### src/rtl/adder_pkg.sv
// Shared types and elaboration helpers for the pipelined Kogge-Stone adder.
package adder_pkg;

   // One (G,P) pair per bit; vectors are pg_t [WIDTH-1:0].
   typedef struct packed {
      logic g;
      logic p;
   } pg_t;

   function automatic int clog2(input int n);
      int r;
      int v;
      r = 0;
      v = 1;
      while (v < n) begin
         v = v << 1;
         r++;
      end
      return r;
   endfunction

   function automatic int nstages(input int levels, input int sl);
      int n;
      n = (levels + sl - 1) / sl;
      return (n < 1) ? 1 : n;
   endfunction

   function automatic int stage_lo(input int s, input int sl);
      return s * sl;
   endfunction

   function automatic int stage_hi(input int s, input int sl, input int levels);
      int hi;
      hi = s * sl + sl;
      if (hi > levels) hi = levels;
      return hi - 1;
   endfunction

endpackage

### src/rtl/adder_ks_stage.sv
// Prefix levels LO..HI followed by one elastic register slot.
module adder_ks_stage
   import adder_pkg::*;
#(
   parameter int WIDTH = 32,
   parameter int LO    = 0,
   parameter int HI    = 1
) (
   input  logic                   clk,
   input  logic                   rst_n,
   input  logic                   v_i,
   output logic                   rdy_o,
   input  pg_t [WIDTH-1:0]        pg_i,
   input  logic [WIDTH-1:0]       p_i,
   input  logic                   c0_i,
   output logic                   v_o,
   input  logic                   rdy_i,
   output pg_t [WIDTH-1:0]        pg_o,
   output logic [WIDTH-1:0]       p_o,
   output logic                   c0_o
);

   logic             v_q;
   pg_t [WIDTH-1:0]  pg_d, pg_q;
   logic [WIDTH-1:0] p_q;
   logic             c0_q;
   logic             adv;

   always_comb begin
      pg_t [WIDTH-1:0] cur;
      pg_t [WIDTH-1:0] nxt;
      cur = pg_i;
      for (int k = LO; k <= HI; k++) begin
         nxt = cur;
         // Bits below the lookback distance pass straight through.
         for (int i = (1 << k); i < WIDTH; i++) begin
            nxt[i].g = cur[i].g | (cur[i].p & cur[i-(1<<k)].g);
            nxt[i].p = cur[i].p & cur[i-(1<<k)].p;
         end
         cur = nxt;
      end
      pg_d = cur;
   end

   assign adv   = !v_q || rdy_i;
   assign rdy_o = adv;

   always_ff @(posedge clk) begin
      if (!rst_n) begin
         v_q  <= 1'b0;
         pg_q <= '0;
         p_q  <= '0;
         c0_q <= 1'b0;
      end else if (adv) begin
         v_q <= v_i;
         if (v_i) begin
            pg_q <= pg_d;
            p_q  <= p_i;
            c0_q <= c0_i;
         end
      end
   end

   assign v_o  = v_q;
   assign pg_o = pg_q;
   assign p_o  = p_q;
   assign c0_o = c0_q;

endmodule

### src/rtl/adder_ks_pipe.sv
// Pipelined Kogge-Stone add/sub with valid/ready on both sides.
// ADDER_KS_PIPE_FLAGS_EN adds out_zero/out_neg result flags.
module adder_ks_pipe
   import adder_pkg::*;
#(
   parameter int WIDTH        = 32,
   parameter int STAGE_LEVELS = 2
) (
   input  logic             clk,
   input  logic             rst_n,
   input  logic             in_valid,
   output logic             in_ready,
   input  logic [WIDTH-1:0] a,
   input  logic [WIDTH-1:0] b,
   input  logic             cin,
   input  logic             sub,
   output logic             out_valid,
   input  logic             out_ready,
   output logic [WIDTH-1:0] sum,
   output logic             cout,
   output logic             ovf
`ifdef ADDER_KS_PIPE_FLAGS_EN
   ,
   output logic             out_zero,
   output logic             out_neg
`endif
);

   localparam int LEVELS  = clog2(WIDTH);
   localparam int NSTAGES = nstages(LEVELS, STAGE_LEVELS);

   logic [WIDTH-1:0] b_eff, p0, g0;
   logic             c0;
   pg_t [WIDTH-1:0]  pg0;

   always_comb begin
      b_eff = sub ? ~b : b;
      c0    = sub ? 1'b1 : cin;
      p0    = a ^ b_eff;
      g0    = a & b_eff;
      for (int i = 0; i < WIDTH; i++) begin
         pg0[i].g = g0[i];
         pg0[i].p = p0[i];
      end
      // Carry-in becomes part of bit 0's generate.
      pg0[0].g = g0[0] | (p0[0] & c0);
   end

   for (genvar s = 0; s < NSTAGES; s++) begin : g_stg
      logic             v_in, rdy_in, v, rdy;
      pg_t [WIDTH-1:0]  pg_in, pg;
      logic [WIDTH-1:0] p_in, p;
      logic             c0_in, c0q;

      if (s == 0) begin : g_src
         assign v_in  = in_valid;
         assign pg_in = pg0;
         assign p_in  = p0;
         assign c0_in = c0;
      end else begin : g_mid
         assign v_in  = g_stg[s-1].v;
         assign pg_in = g_stg[s-1].pg;
         assign p_in  = g_stg[s-1].p;
         assign c0_in = g_stg[s-1].c0q;
      end

      if (s == NSTAGES - 1) begin : g_end
         assign rdy_in = out_ready;
      end else begin : g_fwd
         assign rdy_in = g_stg[s+1].rdy;
      end

      adder_ks_stage #(
         .WIDTH (WIDTH),
         .LO    (stage_lo(s, STAGE_LEVELS)),
         .HI    (stage_hi(s, STAGE_LEVELS, LEVELS))
      ) u_stage (
         .clk   (clk),
         .rst_n (rst_n),
         .v_i   (v_in),
         .rdy_o (rdy),
         .pg_i  (pg_in),
         .p_i   (p_in),
         .c0_i  (c0_in),
         .v_o   (v),
         .rdy_i (rdy_in),
         .pg_o  (pg),
         .p_o   (p),
         .c0_o  (c0q)
      );
   end

   pg_t [WIDTH-1:0]  pg_l;
   logic [WIDTH-1:0] p_l, g_l, p_pref;
   logic             c0_l;
   logic             unused_pref;

   assign pg_l      = g_stg[NSTAGES-1].pg;
   assign p_l       = g_stg[NSTAGES-1].p;
   assign c0_l      = g_stg[NSTAGES-1].c0q;
   assign out_valid = g_stg[NSTAGES-1].v;
   assign in_ready  = g_stg[0].rdy;

   // Post-processing reads only the last register, so it holds under stall.
   always_comb begin
      for (int i = 0; i < WIDTH; i++) begin
         g_l[i]    = pg_l[i].g;
         p_pref[i] = pg_l[i].p;
      end
      sum  = p_l ^ {g_l[WIDTH-2:0], c0_l};
      cout = g_l[WIDTH-1];
      ovf  = g_l[WIDTH-1] ^ g_l[WIDTH-2];
   end

   assign unused_pref = ^p_pref;

`ifdef ADDER_KS_PIPE_FLAGS_EN
   assign out_zero = out_valid & (sum == '0);
   assign out_neg  = out_valid & sum[WIDTH-1];
`endif

endmodule

### config.mk
export PLATFORM = sky130hd
export DESIGN_NAME = adder_ks_pipe
export DESIGN_NICKNAME = d
export VERILOG_FILES = /design/src/rtl/adder_pkg.sv /design/src/rtl/adder_ks_stage.sv /design/src/rtl/adder_ks_pipe.sv
export SDC_FILE = /design/constraint.sdc
export NUM_CORES = 1
export LEC_CHECK = 0
export CAP_MARGIN = 20
export CORE_ASPECT_RATIO = 0.5
export CORE_UTILIZATION = 38
export DETAILED_ROUTE_END_ITERATION = 10
export PLACE_DENSITY = 0.7
export SLEW_MARGIN = 20
export SYNTH_ARGS = -nofsm -noshare
export SYNTH_HDL_FRONTEND = slang
export SYNTH_SLANG_ARGS = --single-unit
### constraint.sdc
create_clock -name clk -period 2.16 [get_ports clk]
set_clock_uncertainty 0.1 [all_clocks]
set_input_delay 0.432 -clock clk [delete_from_list [all_inputs] [get_ports clk]]
set_output_delay 0.432 -clock clk [all_outputs]
set_load 0.02 [all_outputs]
==> results.yml <==
cells_and_area:
  layout_commonest_cell: "a21oi_1"
  stdcell_count: 1779
  synthToLayoutAreaGrowth_pct: 23.9
  final_core_util_pct: 48.4
  mostFrequentLayoutCells: "266 x a21oi_1, 240 x dfxtp_1, 161 x o21ai_0, 140 x nand3_1, 74 x buf_4"
  nets: 1481
  drive_above_1_share_pct: 11.8
  fin_area_mm2: 0.0136
  n_antenna_cell: 0
  fillers: 2560
pwr:
  p_clk_share_pct: 39.0
  swShare_pct: 26.4
  seqPwrFrac_pct: 46.0
  power.density_mw_per_mm2: 783
  comb_power_share_pct: 14.9
  power_mw: 10.6
  ir_drop_mv: 0.664
  switchingPower_mw: 2.81
  intPower_mw: 7.82
  p_leak_nw: 5.18
die:
  initial_core_util_pct: 39.1
  core_mm2: 0.0280
  die_h_um: 122
  die_w_um: 242
  rows: 43
  io_pins: 106
  die_area_mm2: 0.0295
detailed_routing:
  firstDrtPassIters: 5
  drt_iter0_markers: 1209
  drc: 0
  routed_via_density: 5.91
  avgRoutedWirePerCell_um: 19.1
  routed_wl_um: 34000
  vias: 10500
  ant_nets: 0
synthesis:
  avgSynthCellArea_um2: 8.54
  synth_fa_ha_area_share_pct: 3.66
  yosysTopAreaCellShare_pct: 44.2
  synthesis.nets: 1384
  synth.mux.area_fraction_pct: 0
  synth.cell_area_mm2: 0.0110
  ys_seq_area_share_pct: 44.2
  synth_largest_area_cell: "dfxtp_1"
  syn_inst: 1282
  yosys.area_share.simple_pct: 12.1
  synth.ff_latch_count: 242
  synth_cell_types: 37
  synth_xor_area_share_pct: 5.20
  synth_top_cells_by_area: "dfxtp_1 44%, a21oi_1 12%, o21ai_0 7.4%"
  synth_top_family_by_area: "compound AO/OA/AOI/OAI gates"
  yosys_warnings: 0
  synth-compound-area-share_pct: 29.8
placement:
  place_congestion: 0.879
  place_ws_ns: -0.388
  io_buffers: 105
  dpl_cell_area_mm2: 0.0128
  dp_cells: 1735
  hpwl_um: 24500
grt:
  first_global_vias: 9606
  grt_max_degree: 94
  grt_pass1_wl_um: 53200
  grt_usage_pct: 22.4
  grt-ovfl-total: 0
  grt_antenna_before_repair: 0
sta:
  tightest_slew_ns: 0.685
  hold_viol_final: 0
  finalSetupTns_ns: 0
  holdWs_ns: 0.334
  relSlewSlack_pct: 54.3
  drv_slew: 0
  clock.fmax_ghz: 0.473
  rsz0062_at_grt: "no"
  setup_viol: 0
  post-route-period-util_pct: 97.9
  fin_crit_ns: 2.11
  worst_slack_ns: 0.0455
worst_setup_path:
  worstPathMaxFanout: 5
  critPathLaunchType: "input port"
  cp.arrival_ns: 1.58
  path_cells: "clkdlybuf4s50_1 > and4b_4 > clkinv_2 > buf_2"
  slowest_delay_ns: 0.47
  end_kind: "primary output"
  required_ns: 1.63
  critical-path-slowest-cell: "clkdlybuf4s50_1"
  ff2ff_path_depth: 6
  crit_type: "input port to primary output"
cts:
  clkTransAtPathRegs_ns: 0.06
  ctsHtreeMaxLevel: 1
  clockBufferDepth: 3
  cts-root-buf: "clkbuf_16"
  hold_buffers: 0
  cts_buffers: 24
  cts_tree: "built"
  clk_latency_ns: 0.51
  cts.sinks: 242
min_path:
  hold_path.class: "input port to flip-flop"
  hold-path-cell-count: 4
run_status:
  status: "finished clean"
run:
  drv_cap: 0
## worst paths after layout
kind | start | end | slack, ns
worst min register to register | g_stg[1].u_stage.p_o[18] | g_stg[2].u_stage.p_o[18] | 0.37
worst min-delay path | sub | g_stg[0].u_stage.c0_o | 0.33
worst max-delay path | out_ready | in_ready | 0.05
worst max register to register | g_stg[1].u_stage.v_o | g_stg[2].u_stage.p_o[13] | 0.24
## registers in the layout, summed over array words and instances (netlist names)
signal,cells
g_stg.u_stage.v_o,3
g_stg.u_stage.c0_o,3
g_stg.u_stage.p_o,96
g_stg.u_stage.pg_o,140
## cell type report
type	instances	area, um^2	area share [%]
Inverter	10	43.8	0.323
Clock buffer	38	724	5.34
Timing Repair Buffer	194	1850	13.7
Tap cell	382	478	3.52
Sequential cell	242	4850	35.7
Clock inverter	6	61.3	0.452
Multi-Input combinational cell	907	5560	41.0
## per-layer routing
| metal | GRT usage [%] | vias to the layer above | part of all wire (%) |
|---|---|---|---|
| met1 | 34.6 | 5002 | 48 |
| met3 | 5.13 | 43 | 10 |
| met4 | 4.27 | 0 | 1.5 |
| met5 | 0 | - | 0 |
| li1 | - | 4967 | - |
| met2 | 31.0 | 494 | 40 |
## power by group through the flow
stage	Sequential (mW)	Combinational, mW	Clock [mW]
after floorplan	4.87	0.876	0
after global placement	4.97	1.55	0
after detailed placement	4.97	1.57	0
after CTS	4.88	1.57	4.17
after global routing	4.90	1.72	4.36
final	4.89	1.59	4.15
## cells in the mapped netlist, drive strengths merged
| master | instances |
|---|---|
| a211oi | 22 |
| a21o | 22 |
| a21oi | 266 |
| a2bb2oi | 1 |
| a311oi | 25 |
| and2b | 1 |
| and3b | 1 |
| and4b | 1 |
| buf | 28 |
| clkbuf | 95 |
| clkinv | 1 |
| dfxtp | 242 |
| ha | 32 |
| inv | 9 |
| nand2 | 54 |
| nand2b | 1 |
| nand3 | 140 |
| nand3b | 1 |
| nor2 | 4 |
| nor3 | 2 |
| nor4 | 1 |
| o2111ai | 4 |
| o211a | 4 |
| o211ai | 26 |
| o21a | 1 |
| o21ai | 162 |
| o221a | 25 |
| or2 | 1 |
| or3 | 1 |
| or4 | 44 |
| xor2 | 65 |
## kinds of logic after synthesis
group / count (synthesis)
buf+inv: 133
xor+xnor: 65
fa+ha+maj: 32
compound gates: 558
flops: 242
simple gates: 252
## critical path, delay by kind of cell
family / cells / cell delay (ns)
buf+inv: 3 / 0.74
simple gates: 1 / 0.41
## timing repair
item	4_1_cts	5_1_grt
hold endpoints to repair	0	0
setup buffers	0	0
resized for setup	38	1
gates cloned	0	0
setup endpoints to repair	34	1
(Power assumes the default switching activity.)
